===== config.mk =====
export PLATFORM = sky130hd
export DESIGN_NAME = led_status_multi
export DESIGN_NICKNAME = d
export VERILOG_FILES = /design/src/rtl/led_status_pkg.sv /design/src/rtl/led_breathe_gen.sv /design/src/rtl/led_status_multi.sv
export SDC_FILE = /design/constraint.sdc
export NUM_CORES = 1
export LEC_CHECK = 0
export ABC_AREA = 1
export CAP_MARGIN = 20
export CORE_MARGIN = 2
export CORE_UTILIZATION = 55
export CTS_BUF_LIST = sky130_fd_sc_hd__clkbuf_4
export DETAILED_ROUTE_END_ITERATION = 7
export PLACE_DENSITY = 0.77
export SLEW_MARGIN = 0
export SYNTH_ARGS = -nofsm -noshare
export SYNTH_HDL_FRONTEND = slang
export SYNTH_SLANG_ARGS = --single-unit

===== constraint.sdc =====
create_clock -name clk -period 3.75 [get_ports clk]
set_clock_uncertainty 0.2 [all_clocks]
set_input_delay 0.5625 -clock clk [delete_from_list [all_inputs] [get_ports clk]]
set_output_delay 0.5625 -clock clk [all_outputs]
set_load 0.02 [all_outputs]

===== src/rtl/led_status_pkg.sv =====
// Shared state encodings and constants for the multi-LED battery/fan status indicator.
package led_status_pkg;

   localparam int unsigned STATE_W   = 3;
   localparam int unsigned BATT_FULL = 100;

   localparam logic [STATE_W-1:0] S_OFF    = 3'd0;
   localparam logic [STATE_W-1:0] S_DISCHG = 3'd1;
   localparam logic [STATE_W-1:0] S_LOW    = 3'd2;
   localparam logic [STATE_W-1:0] S_CHG    = 3'd3;
   localparam logic [STATE_W-1:0] S_FULL   = 3'd4;

   // Battery percentage above which bar-graph LED idx is lit.
   function automatic int unsigned led_threshold(input int unsigned idx, input int unsigned num_led);
      return (idx * BATT_FULL) / num_led;
   endfunction

endpackage


===== src/rtl/led_breathe_gen.sv =====
// Breathing PWM generator: triangle-ramped duty, one duty step every STEP_DIV PWM periods.
module led_breathe_gen #(
   parameter int unsigned PWM_W    = 8,
   parameter int unsigned STEP_DIV = 4
) (
   input  logic             clk,
   input  logic             rst,
   input  logic             restart,
   output logic             breathe,
   output logic [PWM_W-1:0] duty
);

   localparam int unsigned      STEP_W    = (STEP_DIV > 1) ? $clog2(STEP_DIV) : 1;
   localparam logic [STEP_W-1:0] STEP_LAST = STEP_W'(STEP_DIV - 1);
   localparam logic [PWM_W-1:0]  PWM_MAX   = {PWM_W{1'b1}};
   localparam logic [PWM_W-1:0]  PWM_ONE   = PWM_W'(1);

   logic [PWM_W-1:0]  pwm_cnt_q, pwm_cnt_d;
   logic [STEP_W-1:0] step_cnt_q, step_cnt_d;
   logic [PWM_W-1:0]  duty_q, duty_d;
   logic              dir_up_q, dir_up_d;
   logic              breathe_q, breathe_d;

   // Ramp turns around on reaching either end, so duty never overshoots or wraps.
   always_comb begin
      pwm_cnt_d  = pwm_cnt_q + PWM_ONE;
      step_cnt_d = step_cnt_q;
      duty_d     = duty_q;
      dir_up_d   = dir_up_q;
      if (restart) begin
         pwm_cnt_d  = '0;
         step_cnt_d = '0;
         duty_d     = '0;
         dir_up_d   = 1'b1;
      end else if (pwm_cnt_q == PWM_MAX) begin
         if (step_cnt_q == STEP_LAST) begin
            step_cnt_d = '0;
            if (dir_up_q) begin
               if (duty_q == PWM_MAX) begin
                  duty_d   = duty_q - PWM_ONE;
                  dir_up_d = 1'b0;
               end else begin
                  duty_d = duty_q + PWM_ONE;
                  if (duty_q == PWM_MAX - PWM_ONE) dir_up_d = 1'b0;
               end
            end else begin
               if (duty_q == '0) begin
                  duty_d   = duty_q + PWM_ONE;
                  dir_up_d = 1'b1;
               end else begin
                  duty_d = duty_q - PWM_ONE;
                  if (duty_q == PWM_ONE) dir_up_d = 1'b1;
               end
            end
         end else begin
            step_cnt_d = step_cnt_q + STEP_W'(1);
         end
      end
      breathe_d = (pwm_cnt_d < duty_d);
   end

   always_ff @(posedge clk) begin
      if (rst) begin
         pwm_cnt_q  <= '0;
         step_cnt_q <= '0;
         duty_q     <= '0;
         dir_up_q   <= 1'b1;
         breathe_q  <= 1'b0;
      end else begin
         pwm_cnt_q  <= pwm_cnt_d;
         step_cnt_q <= step_cnt_d;
         duty_q     <= duty_d;
         dir_up_q   <= dir_up_d;
         breathe_q  <= breathe_d;
      end
   end

   assign breathe = breathe_q;
   assign duty    = duty_q;

endmodule


===== src/rtl/led_status_multi.sv =====
// Multi-LED battery bar graph with breathing charge LED, blinking low-battery
// warning with hysteresis, and fan-off blanking.
module led_status_multi
   import led_status_pkg::*;
#(
   parameter int unsigned NUM_LED    = 4,
   parameter int unsigned BATT_W     = 8,
   parameter int unsigned PWM_W      = 8,
   parameter int unsigned STEP_DIV   = 4,
   parameter int unsigned BLINK_HALF = 50,
   parameter int unsigned LOW_BATT   = 20,
   parameter int unsigned LOW_HYST   = 5
) (
   input  logic               clk,
   input  logic               rst,
   input  logic [BATT_W-1:0]  battery,
   input  logic               charging,
   input  logic               fan_state,
   output logic [NUM_LED-1:0] led,
   output logic [2:0]         state_o,
   output logic [PWM_W-1:0]   duty_o
);

   localparam int unsigned        LIT_W      = $clog2(NUM_LED + 1);
   localparam int unsigned        BLINK_W    = (BLINK_HALF > 1) ? $clog2(BLINK_HALF) : 1;
   localparam logic [BLINK_W-1:0] BLINK_LAST = BLINK_W'(BLINK_HALF - 1);

   logic [BATT_W-1:0]  battery_q;
   logic               charging_q, fan_q;
   logic [STATE_W-1:0] state_q, state_d;
   logic [LIT_W-1:0]   lit_q, lit_d;
   logic [BLINK_W-1:0] blink_cnt_q, blink_cnt_d;
   logic               blink_ph_q, blink_ph_d;
   logic [NUM_LED-1:0] led_q, led_d;

   logic [BATT_W-1:0]  bc_c;
   logic               chg_entry_c, low_entry_c, breathe_c;
   logic [NUM_LED-1:0] lit_mask_c, chg_bit_c;

   // Clamped battery level and bar-graph count against fixed thresholds.
   always_comb begin
      bc_c = battery_q;
      if (32'(battery_q) > BATT_FULL) bc_c = BATT_W'(BATT_FULL);
      lit_d = '0;
      for (int unsigned i = 0; i < NUM_LED; i++) begin
         if (32'(bc_c) > led_threshold(i, NUM_LED)) lit_d = lit_d + LIT_W'(1);
      end
   end

   always_ff @(posedge clk) begin
      if (rst) state_q <= S_OFF;
      else     state_q <= state_d;
   end

   // Next state; S_LOW is sticky until the battery clears the hysteresis band.
   always_comb begin
      state_d = state_q;
      if (!fan_q) begin
         state_d = S_OFF;
      end else if (charging_q && (bc_c == BATT_W'(BATT_FULL))) begin
         state_d = S_FULL;
      end else if (charging_q) begin
         state_d = S_CHG;
      end else if (state_q == S_LOW) begin
         if (32'(bc_c) >= LOW_BATT + LOW_HYST) state_d = S_DISCHG;
      end else if (32'(bc_c) <= LOW_BATT) begin
         state_d = S_LOW;
      end else begin
         state_d = S_DISCHG;
      end
      chg_entry_c = (state_d == S_CHG) && (state_q != S_CHG);
      low_entry_c = (state_d == S_LOW) && (state_q != S_LOW);
   end

   // LED map and blink timer; a breathing slot past the last LED simply drops out.
   always_comb begin
      blink_cnt_d = blink_cnt_q + BLINK_W'(1);
      blink_ph_d  = blink_ph_q;
      if (low_entry_c) begin
         blink_cnt_d = '0;
         blink_ph_d  = 1'b1;
      end else if (blink_cnt_q == BLINK_LAST) begin
         blink_cnt_d = '0;
         blink_ph_d  = ~blink_ph_q;
      end

      lit_mask_c = ~({NUM_LED{1'b1}} << lit_q);
      chg_bit_c  = NUM_LED'(breathe_c) << lit_q;
      led_d      = '0;
      case (state_q)
         S_DISCHG: led_d = lit_mask_c;
         S_LOW:    led_d = NUM_LED'(blink_ph_q);
         S_CHG:    led_d = lit_mask_c | chg_bit_c;
         S_FULL:   led_d = {NUM_LED{1'b1}};
         default:  led_d = '0;
      endcase
   end

   always_ff @(posedge clk) begin
      if (rst) begin
         battery_q   <= '0;
         charging_q  <= 1'b0;
         fan_q       <= 1'b0;
         lit_q       <= '0;
         blink_cnt_q <= '0;
         blink_ph_q  <= 1'b1;
         led_q       <= '0;
      end else begin
         battery_q   <= battery;
         charging_q  <= charging;
         fan_q       <= fan_state;
         lit_q       <= lit_d;
         blink_cnt_q <= blink_cnt_d;
         blink_ph_q  <= blink_ph_d;
         led_q       <= led_d;
      end
   end

   led_breathe_gen #(
      .PWM_W    (PWM_W),
      .STEP_DIV (STEP_DIV)
   ) u_breathe (
      .clk     (clk),
      .rst     (rst),
      .restart (chg_entry_c),
      .breathe (breathe_c),
      .duty    (duty_o)
   );

   assign led     = led_q;
   assign state_o = state_q;

endmodule


==> reports/metrics.yaml <==
critical_path:
  crit_path_end_kind: "flip-flop"
  path_max_fanout: 4
  reg2reg_to: "lit_q[1]"
  critPathArrivalTime_ns: 3.02
  crit_required_ns: 3.83
  rr_worst_depth: 16
  reg2reg_slack_ns: 0.80
  critPathKind: "flip-flop to flip-flop"
  cp-start-kind: "flip-flop"
  regToRegStartpoint: "battery_q[6]"
clocking:
  cts_hold_buf: 0
  numClockSinks: 47
  cts_setup_buffers: 0
  clkTransAtPathRegs_ns: 0.14
  ctsHtreeMaxLevel: 2
  cts_root_buf: "clkbuf_4"
  clk_latency_ns: 0.36
  cts_buffer_depth: 2
  cts_buffers: 5
  cts_resized: 0
  cts_tree: "built"
timing:
  fmax_ghz: 0.339
  worstMarginPinSlew_ns: 0.355
  rsz0062_at_grt: "no"
  maxSlewViolCount: 0
  hold_viol_final: 0
  fin_tns_setup_ns: 0
  fin_crit_sh_pct: 78.6
  setup_violations: 0
  period_needed_ns: 2.95
  slew_headroom_pct: 76.1
yosys:
  syn-num-nets: 433
  ys_ff_latch: 47
  yosysMostFrequentCell: "nand2_1"
  netlist.area_leader.share_pct: 33.7
  seq_area_frac_synth_pct: 33.7
  avgSynthCellArea_um2: 6.94
  yosys-top-cells-area: "dfxtp_1 34%, nand2_1 10%, inv_1 9.3%"
  ys_warn_count: 0
  synthAdderAreaFrac_pct: 8.52
  muxShareOfSynthArea_pct: 0
  synth-edff-count: 0
  synthArstFlopShare_pct: 0
  syn_area_mm2: 0.00279
  synth.distinct_cells: 38
  yosys-top-cells-count: "75 x nand2_1, 69 x inv_1, 63 x nor2_1, 47 x dfxtp_1, 27 x nand3_1"
  synth-compound-area-share_pct: 7.40
  synthFlopType: "dfxtp_1"
  yosys.area_share.simple_pct: 35.7
  synth_top_family_by_area: "simple AND/OR/NAND/NOR gates"
  yosysTopAreaCell: "dfxtp_1"
  syn_inst: 402
  synth-xor-area-share_pct: 3.45
layout:
  diodes: 0
  instances_no_fill: 500
  nets: 463
  drive_gt1_share_pct: 9.24
  nFillCells: 462
  syn_to_final_growth_pct: 14.8
  design_area_mm2: 0.00320
power:
  p_leak_nw: 1.54
  total_power_mw: 0.968
  irDropWorstVdd_mv: 0.254
  p_per_area_mw_per_mm2: 302
outcome:
  status: "complete, no violations"
placed_design:
  place_area_mm2: 0.00312
  post-dp-hpwl_mm: 4.46
  io_buffers: 26
  place.gp.congestion: 0.925
  dp.cells: 492
detailed_routing:
  wl_per_cell_um: 11.4
  routed_wl_mm: 5.68
  vias: 2511
  ant_nets: 0
  via_per_inst: 5.02
  dr.pass1.iters: 4
  drc: 0
  drtIter0Drc: 104
worst_hold_path:
  min_to: "u_breathe.step_cnt_q[1]"
  holdCritPathClass: "flip-flop to flip-flop"
  hp-start: "u_breathe.step_cnt_q[1]"
  min_path_cells: 2
floorplan:
  die_w_um: 75.2
  ios: 27
  die_h_um: 75.2
  dieArea_mm2: 0.00566
  start_util_pct: 57.9
  num_rows: 25
  core_area_mm2: 0.00482
global_route:
  antenna_found_initial: 0
  grt_pass1_vias: 2399
  grt.total_usage_pct: 22.1
  grt_pass1_wl_mm: 9.75
  overflow: 0
  grt_max_degree: 24
flow_run:
  cap_viol_max_count: 0
[critical path, cell delays in order (launching register included)]
cell     delay, ns
dfxtp_1       0.35
nor2_1        0.26
inv_1         0.14
nor2_1        0.20
nand3_1       0.10
o31ai_1       0.35
inv_1         0.08
ha_1          0.34
inv_1         0.09
nand3_1       0.07
nand2_1       0.09
inv_1         0.04
ha_1          0.26
o21ai_0       0.15
inv_1         0.05
nand2_1       0.06
inv_1         0.03
[registers in the layout, summed over array words and instances, names as in the netlist, 2 cells and up]
signal,cells
lit_q,3
u_breathe.duty,8
state_o,3
u_breathe.pwm_cnt_q,8
led,4
blink_cnt_q,6
battery_q,8
u_breathe.step_cnt_q,2
[metrics by stage]
stage / hold slack (ns) / setup WS (ns) / utilization (%)
after floorplan: 0.230 / 1.14 / -
after CTS: 0.295 / 0.830 / 66.5
after global routing: 0.334 / 0.503 / 66.5
after global placement: 0.254 / 0.956 / 64.8
final: 0.285 / 0.802 / 66.5
after detailed placement: 0.262 / 0.848 / 64.8
[final cells by class]
| class | instances | area [µm²] | area share (%) |
|---|---|---|---|
| multi-input combinational | 275 | 1540 | 47.9 |
| sequential | 47 | 941 | 29.4 |
| inverter | 75 | 284 | 8.86 |
| timing repair buffer | 28 | 275 | 8.59 |
| tap | 67 | 83.8 | 2.62 |
| clock inverter | 3 | 47.5 | 1.48 |
| clock buffer | 5 | 37.5 | 1.17 |
[per-layer routing]
metal  global-route usage [%]  vias to the layer above  wire length (µm)
met5                        0                        -                 0
met4                     5.85                        0                42
met3                     3.61                        4               219
met2                     40.5                       40              2840
met1                     26.7                     1135              2580
li1                         -                     1332                 -
[cell families after synthesis]
kind of cell,count (synthesis)
xor+xnor,11
buf+inv,80
flops,47
simple gates,210
compound gates,35
fa+ha+maj,19
[cell usage in the layout, fill, tap and decap left out, drive strengths merged, types with 8 or more instances in the layout]
master	n
nand2	84
inv	76
nor2	68
dfxtp	47
nand3	32
clkdlybuf4s50	26
ha	19
a21oi	16
nand4	16
o21ai	9
xor2	8
[worst max path at each step]
stage	start	to	slack (ns)	depth (start not counted)
finish	battery_q[6]	lit_q[1]	0.80	16
global route	battery_q[6]	lit_q[1]	0.50	16
CTS	battery_q[6]	lit_q[1]	0.83	16
detailed placement	battery_q[6]	lit_q[1]	0.85	16
global placement	battery_q[7]	lit_q[1]	0.96	16
floorplan	battery_q[3]	lit_q[1]	1.14	18
[power by group]
group / internal [mW] / switching (mW) / leakage (nW)
clock network: 0.144 / 0.170 / 0.0458
registers: 0.518 / 0.0169 / 0.384
logic: 0.0495 / 0.0695 / 1.11
total: 0.712 / 0.256 / 1.54
No activity file was read; power rests on OpenSTA's default activity.
